**config.mk**
```make
export PLATFORM = sky130hd
export DESIGN_NAME = servo_sequencer
export DESIGN_NICKNAME = d
export VERILOG_FILES = /design/src/rtl/servo_pkg.sv /design/src/rtl/servo_slew.sv /design/src/rtl/servo_sequencer.sv
export SDC_FILE = /design/constraint.sdc
export NUM_CORES = 1
export LEC_CHECK = 0
export ABC_AREA = 1
export CAP_MARGIN = 20
export CORE_ASPECT_RATIO = 0.6
export CORE_UTILIZATION = 45
export CTS_CLUSTER_DIAMETER = 200
export DETAILED_ROUTE_END_ITERATION = 8
export GPL_TIMING_DRIVEN = 0
export PLACE_DENSITY = 0.74
export SLEW_MARGIN = 20
export SYNTH_ARGS = -nofsm -noshare
export SYNTH_HDL_FRONTEND = slang
export SYNTH_HIERARCHICAL = 1
export SYNTH_SLANG_ARGS = --single-unit
```
**constraint.sdc**
```tcl
create_clock -name clk -period 6.7 [get_ports clk]
set_input_delay 2.01 -clock clk [delete_from_list [all_inputs] [get_ports clk]]
set_output_delay 2.01 -clock clk [all_outputs]
set_load 0.005 [all_outputs]
```
**src/rtl/servo_pkg.sv**
```systemverilog
// Shared types and constants for the servo playback sequencer.
package servo_pkg;

  typedef enum logic [2:0] {
    IDLE,
    FETCH,
    LATCH,
    MOVE,
    NEXT
  } state_t;

  localparam logic [7:0] POS_CENTER = 8'h80;

  function automatic int unsigned tick_width(input int unsigned div);
    return (div > 1) ? $clog2(div) : 1;
  endfunction

endpackage

```
**src/rtl/servo_slew.sv**
```systemverilog
// One slew-limited position channel: latches a target and steps toward it on tick.
import servo_pkg::*;

module servo_slew #(
  parameter int unsigned DATA_WIDTH = 8,
  parameter int unsigned SLEW_MAX   = 4
) (
  input  logic                  clk,
  input  logic                  rst_n,
  input  logic                  tick,
  input  logic                  load,
  input  logic                  hold,
  input  logic [DATA_WIDTH-1:0] target,
  output logic [DATA_WIDTH-1:0] pos,
  output logic                  at_target
);

  localparam logic signed [DATA_WIDTH:0] SLEW_P = (DATA_WIDTH+1)'(SLEW_MAX);

  logic [DATA_WIDTH-1:0]        target_q;
  logic signed [DATA_WIDTH:0]   diff;
  logic signed [DATA_WIDTH:0]   step;
  logic [DATA_WIDTH-1:0]        pos_step;

  // The clamped step keeps pos+step inside 0..2^W-1, so a W-bit add is exact.
  always_comb begin
    diff = $signed({1'b0, target_q}) - $signed({1'b0, pos});
    if (diff > SLEW_P)       step = SLEW_P;
    else if (diff < -SLEW_P) step = -SLEW_P;
    else                     step = diff;
    pos_step = pos + step[DATA_WIDTH-1:0];
  end

  // Reports whether the position after this tick's step lands on the target.
  assign at_target = (pos_step == target_q);

  always_ff @(posedge clk or negedge rst_n) begin
    if (!rst_n) begin
      target_q <= DATA_WIDTH'(POS_CENTER);
      pos      <= DATA_WIDTH'(POS_CENTER);
    end else begin
      if (load)
        target_q <= target;
      if (tick && !hold)
        pos <= pos_step;
    end
  end

endmodule

```
**src/rtl/servo_sequencer.sv**
```systemverilog
// Trajectory ROM playback sequencer feeding three PWM channels, with live-data bypass.
import servo_pkg::*;

module servo_sequencer #(
  parameter int unsigned ADDR_WIDTH = 8,
  parameter int unsigned DATA_WIDTH = 8,
  parameter int unsigned OUT_WIDTH  = 16,
  parameter int unsigned CLK_HZ     = 50000000,
  parameter int unsigned STEP_HZ    = 50,
  parameter int unsigned LAST_ADDR  = 255,
  parameter int unsigned SLEW_MAX   = 4
) (
  input  logic                  clk,
  input  logic                  rst_n,
  input  logic                  start,
  input  logic                  stop,
  input  logic                  loop_en,
  input  logic                  live_sel,
  input  logic [OUT_WIDTH-1:0]  live_x,
  input  logic [OUT_WIDTH-1:0]  live_y,
  input  logic [OUT_WIDTH-1:0]  live_z,
  output logic [ADDR_WIDTH-1:0] rom_address,
  input  logic [DATA_WIDTH-1:0] rom_data_x,
  input  logic [DATA_WIDTH-1:0] rom_data_y,
  input  logic [DATA_WIDTH-1:0] rom_data_z,
  output logic [OUT_WIDTH-1:0]  servo_x,
  output logic [OUT_WIDTH-1:0]  servo_y,
  output logic [OUT_WIDTH-1:0]  servo_z,
  output logic                  busy,
  output logic                  done
);

  localparam int unsigned TICK_DIV = CLK_HZ / STEP_HZ;
  localparam int unsigned TW       = tick_width(TICK_DIV);
  localparam int unsigned PAD      = OUT_WIDTH - DATA_WIDTH;

  logic [TW-1:0]         tick_cnt;
  logic                  tick;
  state_t                state;
  state_t                state_nx;
  logic [ADDR_WIDTH-1:0] addr_nx;
  logic                  done_nx;
  logic                  load;
  logic                  hold;
  logic [2:0]            at_target;
  logic [DATA_WIDTH-1:0] pos_x;
  logic [DATA_WIDTH-1:0] pos_y;
  logic [DATA_WIDTH-1:0] pos_z;

  assign tick = (tick_cnt == TW'(TICK_DIV - 1));

  always_ff @(posedge clk or negedge rst_n) begin
    if (!rst_n) tick_cnt <= '0;
    else        tick_cnt <= tick ? '0 : tick_cnt + TW'(1);
  end

  always_comb begin
    state_nx = state;
    addr_nx  = rom_address;
    done_nx  = 1'b0;
    unique case (state)
      IDLE: begin
        addr_nx = '0;
        if (start && !stop) state_nx = FETCH;
      end
      FETCH: state_nx = LATCH;
      LATCH: state_nx = MOVE;
      MOVE:  if (tick && (&at_target)) state_nx = NEXT;
      NEXT: begin
        state_nx = FETCH;
        if (rom_address < ADDR_WIDTH'(LAST_ADDR)) begin
          addr_nx = rom_address + ADDR_WIDTH'(1);
        end else begin
          addr_nx = '0;
          if (!loop_en) begin
            state_nx = IDLE;
            done_nx  = 1'b1;
          end
        end
      end
      default: state_nx = IDLE;
    endcase
    // Abort overrides every transition above, including the end-of-run pulse.
    if (state != IDLE && stop) begin
      state_nx = IDLE;
      addr_nx  = '0;
      done_nx  = 1'b0;
    end
  end

  assign load = (state == LATCH) && !stop;
  assign hold = (state != MOVE) || stop;

  always_ff @(posedge clk or negedge rst_n) begin
    if (!rst_n) begin
      state       <= IDLE;
      rom_address <= '0;
      busy        <= 1'b0;
      done        <= 1'b0;
    end else begin
      state       <= state_nx;
      rom_address <= addr_nx;
      busy        <= (state_nx != IDLE);
      done        <= done_nx;
    end
  end

  servo_slew #(.DATA_WIDTH(DATA_WIDTH), .SLEW_MAX(SLEW_MAX)) u_slew_x (
    .clk(clk), .rst_n(rst_n), .tick(tick), .load(load), .hold(hold),
    .target(rom_data_x), .pos(pos_x), .at_target(at_target[0])
  );

  servo_slew #(.DATA_WIDTH(DATA_WIDTH), .SLEW_MAX(SLEW_MAX)) u_slew_y (
    .clk(clk), .rst_n(rst_n), .tick(tick), .load(load), .hold(hold),
    .target(rom_data_y), .pos(pos_y), .at_target(at_target[1])
  );

  servo_slew #(.DATA_WIDTH(DATA_WIDTH), .SLEW_MAX(SLEW_MAX)) u_slew_z (
    .clk(clk), .rst_n(rst_n), .tick(tick), .load(load), .hold(hold),
    .target(rom_data_z), .pos(pos_z), .at_target(at_target[2])
  );

  always_ff @(posedge clk or negedge rst_n) begin
    if (!rst_n) begin
      servo_x <= OUT_WIDTH'(POS_CENTER);
      servo_y <= OUT_WIDTH'(POS_CENTER);
      servo_z <= OUT_WIDTH'(POS_CENTER);
    end else begin
      servo_x <= live_sel ? live_x : {{PAD{1'b0}}, pos_x};
      servo_y <= live_sel ? live_y : {{PAD{1'b0}}, pos_y};
      servo_z <= live_sel ? live_z : {{PAD{1'b0}}, pos_z};
    end
  end

endmodule

```
==> results by group <==
Outcome
  – Outcome: complete, no violations

Final layout
  – FF/Latch Area: 3240 µm²
  – Commonest non-fill, non-tap cell in the layout: nand2_1
  – Antenna Cells: 0
  – Layout cells sized above 1: 11.7%
  – Post-layout util: between 50% and 60%
  – Final #Nets: 1,464
  – Area grow syn2layout: 27.2%
  – Most frequent cells in the layout: nand2_1, inv_1, clkdlybuf4s50_1
  – Multi-input gate area: 4670 µm²
  – Final instance count without filler cells: 1,586
  – Fill count: about 1,700

STA
  – RSZ-0062 raised after global routing: no
  – Slew Viols, Final: 0
  – Fin Clk Skew: 0.00812 ns
  – Hold Slack: between 0.4 and 0.5 ns
  – Final Setup Violations: 0
  – Max_slew headroom: 52.2%
  – Final hold vios: 0
  – Worst Tran Pin Value: slightly above 0.7 ns
  – Final Critical Period: around 4.6 ns
  – Final Cycle Share: 68.2%
  – Fmax: 219 MHz

Setup path
  – Endpoint class of the critical path: register
  – CP most frequent cell: nand2_1
  – Max stage delay on crit path: 0.48 ns
  – CP Class: reg -> reg
  – CP max stage cell: fa_1
  – Worst R2R Path Depth: 30
  – Worst setup SP type: register
  – CP Data Required Time: 7.02 ns
  – Crit path max fanout: 4
  – Worst Path Arrival: 4.89 ns

Clock network
  – Sink Count: 129
  – Root Buffer: clkbuf_16
  – Hold_buf cts: 0
  – Setup Buffers After CTS: 0
  – Clk buf depth: 2
  – TritonCTS clock tree: yes
  – Clock transition at path regs: 0.06 ns
  – H-tree Lvls: 4
  – CTS Buf Count: 17
  – Cts repair resizes: 0
  – Worst-Skew Late Latency: 0.43 ns

Floorplanning
  – I/O pin count: 136
  – Die Ht: 110 µm
  – Die X: 182 µm
  – Initial Utilization: ~46%
  – Core ar.: ~19,000 µm²
  – Die area: 20,000 µm²
  – Row count: 39

Global route
  – Initial antenna violation count: 0
  – Overall Global Routing Usage: 23.9%
  – Pin count of the biggest net entering global routing: 79
  – First-pass GRT wire length: 37,200 µm
  – Vias in the first global route: 7,327
  – Gr ovfl total: 0

Power
  – Worst VDD drop: around 260 µV
  – Switching pwr: about 1700 µW
  – Power, Total: 4050 µW
  – Combinational share of power: between 40% and 50%
  – Sequential share of power: 23.6%
  – Power Dens Cells: 364 nW/µm²
  – P_int: between 2000 and 2500 µW
  – Clk network pwr share: 26.6%
  – Leakage power: 0.00553 µW
  – Switch share: 42.6%

Logic synthesis
  – Post-Syn Nets: about 1,300
  – Synth Warn #: 6
  – Avg Inst Size Synth: 7.49 µm²
  – Synthesized netlist cell count: 1,170
  – Cell Area, Synth: 8760 µm²
  – Post-synth cell types: 43
  – Post-synthesis sequential area ratio: a little under two fifths
  – Synth Register Bits: 129

Detailed routing
  – Initial DRC Count: 816
  – Routed length per instance: 14.4 µm
  – Met3 WL post-DR: between 1500 and 2000 µm
  – Post-DRT Antenna Nets: 0
  – Final wirelength: 22,900 µm
  – Vias: 8,186
  – DR DRC count: 0
  – DRT Pass-1 Iters: 5
  – WL met2: 8850 µm
  – Metal-1 WL: around 12,000 µm
  – Top Layer Used: met4
  – Avg Vias per Cell: 5.16

Min path
  – Hold Path Cell Cnt: 1
  – HP Class: reg -> reg

Place
  – Total placed cells including tap cells: 1,554
  – Hpwl dp: 17,800 µm
  – IO buf count: 134
  – Gpl congestion: 0.933

Job
  – Max Cap Violations: 0
==> cell families after synthesis <==
kind of cell	after synthesis	synth area share, %
fa+ha+maj	59	8.94
simple gates	612	32.2
buf+inv	219	9.73
xor+xnor	21	2.10
mux	24	3.09
compound gates	106	6.93
flops	129	37.0
==> sequential cells by signal (all words and copies together), names as in the netlist <==
signal,count
u_slew_z/target_q,8
u_slew_x/target_q,8
servo_z,16
tick_cnt,20
rom_address,8
servo_y,16
u_slew_x/pos,8
state,3
servo_x,16
u_slew_y/pos,8
busy,1
done,1
u_slew_y/target_q,8
u_slew_z/pos,8
==> per-stage QoR <==
step | TNS [ns] | cell area [µm²] | worst slack, ns
3_3_place_gp | -186.10 | 10400 | -1.57
2_1_floorplan | 0 | 8760 | 2.95
5_1_grt | 0 | 11100 | 1.81
4_1_cts | 0 | 11100 | 2.16
3_5_place_dp | 0 | 10500 | 2.20
6_report | 0 | 11100 | 2.13
==> cell type report <==
| cell class | instances | area share [%] |
|---|---|---|
| plain buffers | 12 | 0.651 |
| clock buffers | 19 | 3.98 |
| clock inverters | 13 | 2.08 |
| inverters | 207 | 7.00 |
| multi-input cells | 822 | 42.0 |
| flip-flops and latches | 129 | 29.1 |
| well taps | 246 | 2.76 |
| repair buffers | 138 | 12.5 |
==> worst max-delay path: cells and delay by family (launching register included) <==
family	cells	cell delay, ns
simple gates	23	2.42
compound gates	1	0.19
buf+inv	2	0.16
flops	1	0.37
fa+ha+maj	4	1.31
==> per-layer routing <==
layer  track usage, %  vias up
met4             4.98        0
met5                0        -
met3             5.62       19
met2             33.0      305
li1                 -     4052
met1             37.1     3810
==> power by group through the flow <==
stage	Combinational, µW	Clock, µW	Sequential [µW]
floorplan	1490	0	949
finish	2020	1080	958
global route	2260	1130	970
detailed placement	1960	0	967
CTS	1980	1090	955
global placement	1890	0	967
==> path summary, 6_finish.rpt <==
check,start,end,slack (ns)
min in group asynchronous,rst_n,rom_address[0]$_DFFE_PN0P_,1.48
hold reg to reg,tick_cnt[15]$_DFF_PN0_,tick_cnt[15]$_DFF_PN0_,0.49
setup reg to reg,u_slew_z/target_q[0]$_DFFE_PN0P_,busy$_DFF_PN0_,2.13
max in group asynchronous,rst_n,u_slew_y/target_q[7]$_DFFE_PN1P_,4.48
setup / recovery,u_slew_z/target_q[0]$_DFFE_PN0P_,busy$_DFF_PN0_,2.13
hold / removal,tick_cnt[15]$_DFF_PN0_,tick_cnt[15]$_DFF_PN0_,0.49
==> synth_stat cells (all sizes together) <==
cell / instances / area (µm²)
or2: 3 / 18.8
inv: 201 / 754
dfrtp: 120 / 3000
nand2: 346 / 1370
a21oi: 35 / 231
a211o: 1 / 8.76
or2b: 2 / 15.0
o21ai: 61 / 305
nand4: 27 / 175
o21bai: 2 / 15.0
buf: 7 / 53.8
mux2: 24 / 270
nor2: 95 / 422
xor2: 17 / 149
clkbuf: 5 / 18.8
nor3: 13 / 85.1
nand3b: 6 / 45.0
a22o: 1 / 8.76
o22ai: 5 / 31.3
a31oi: 1 / 6.26
nor4: 2 / 12.5
and3: 1 / 6.26
xnor2: 4 / 35.0
nand3: 116 / 666
clkinv: 6 / 25.0
ha: 53 / 663
dfstp: 9 / 236
nor3b: 1 / 7.51
fa: 6 / 120
No activity file was read; power rests on OpenSTA's default activity.
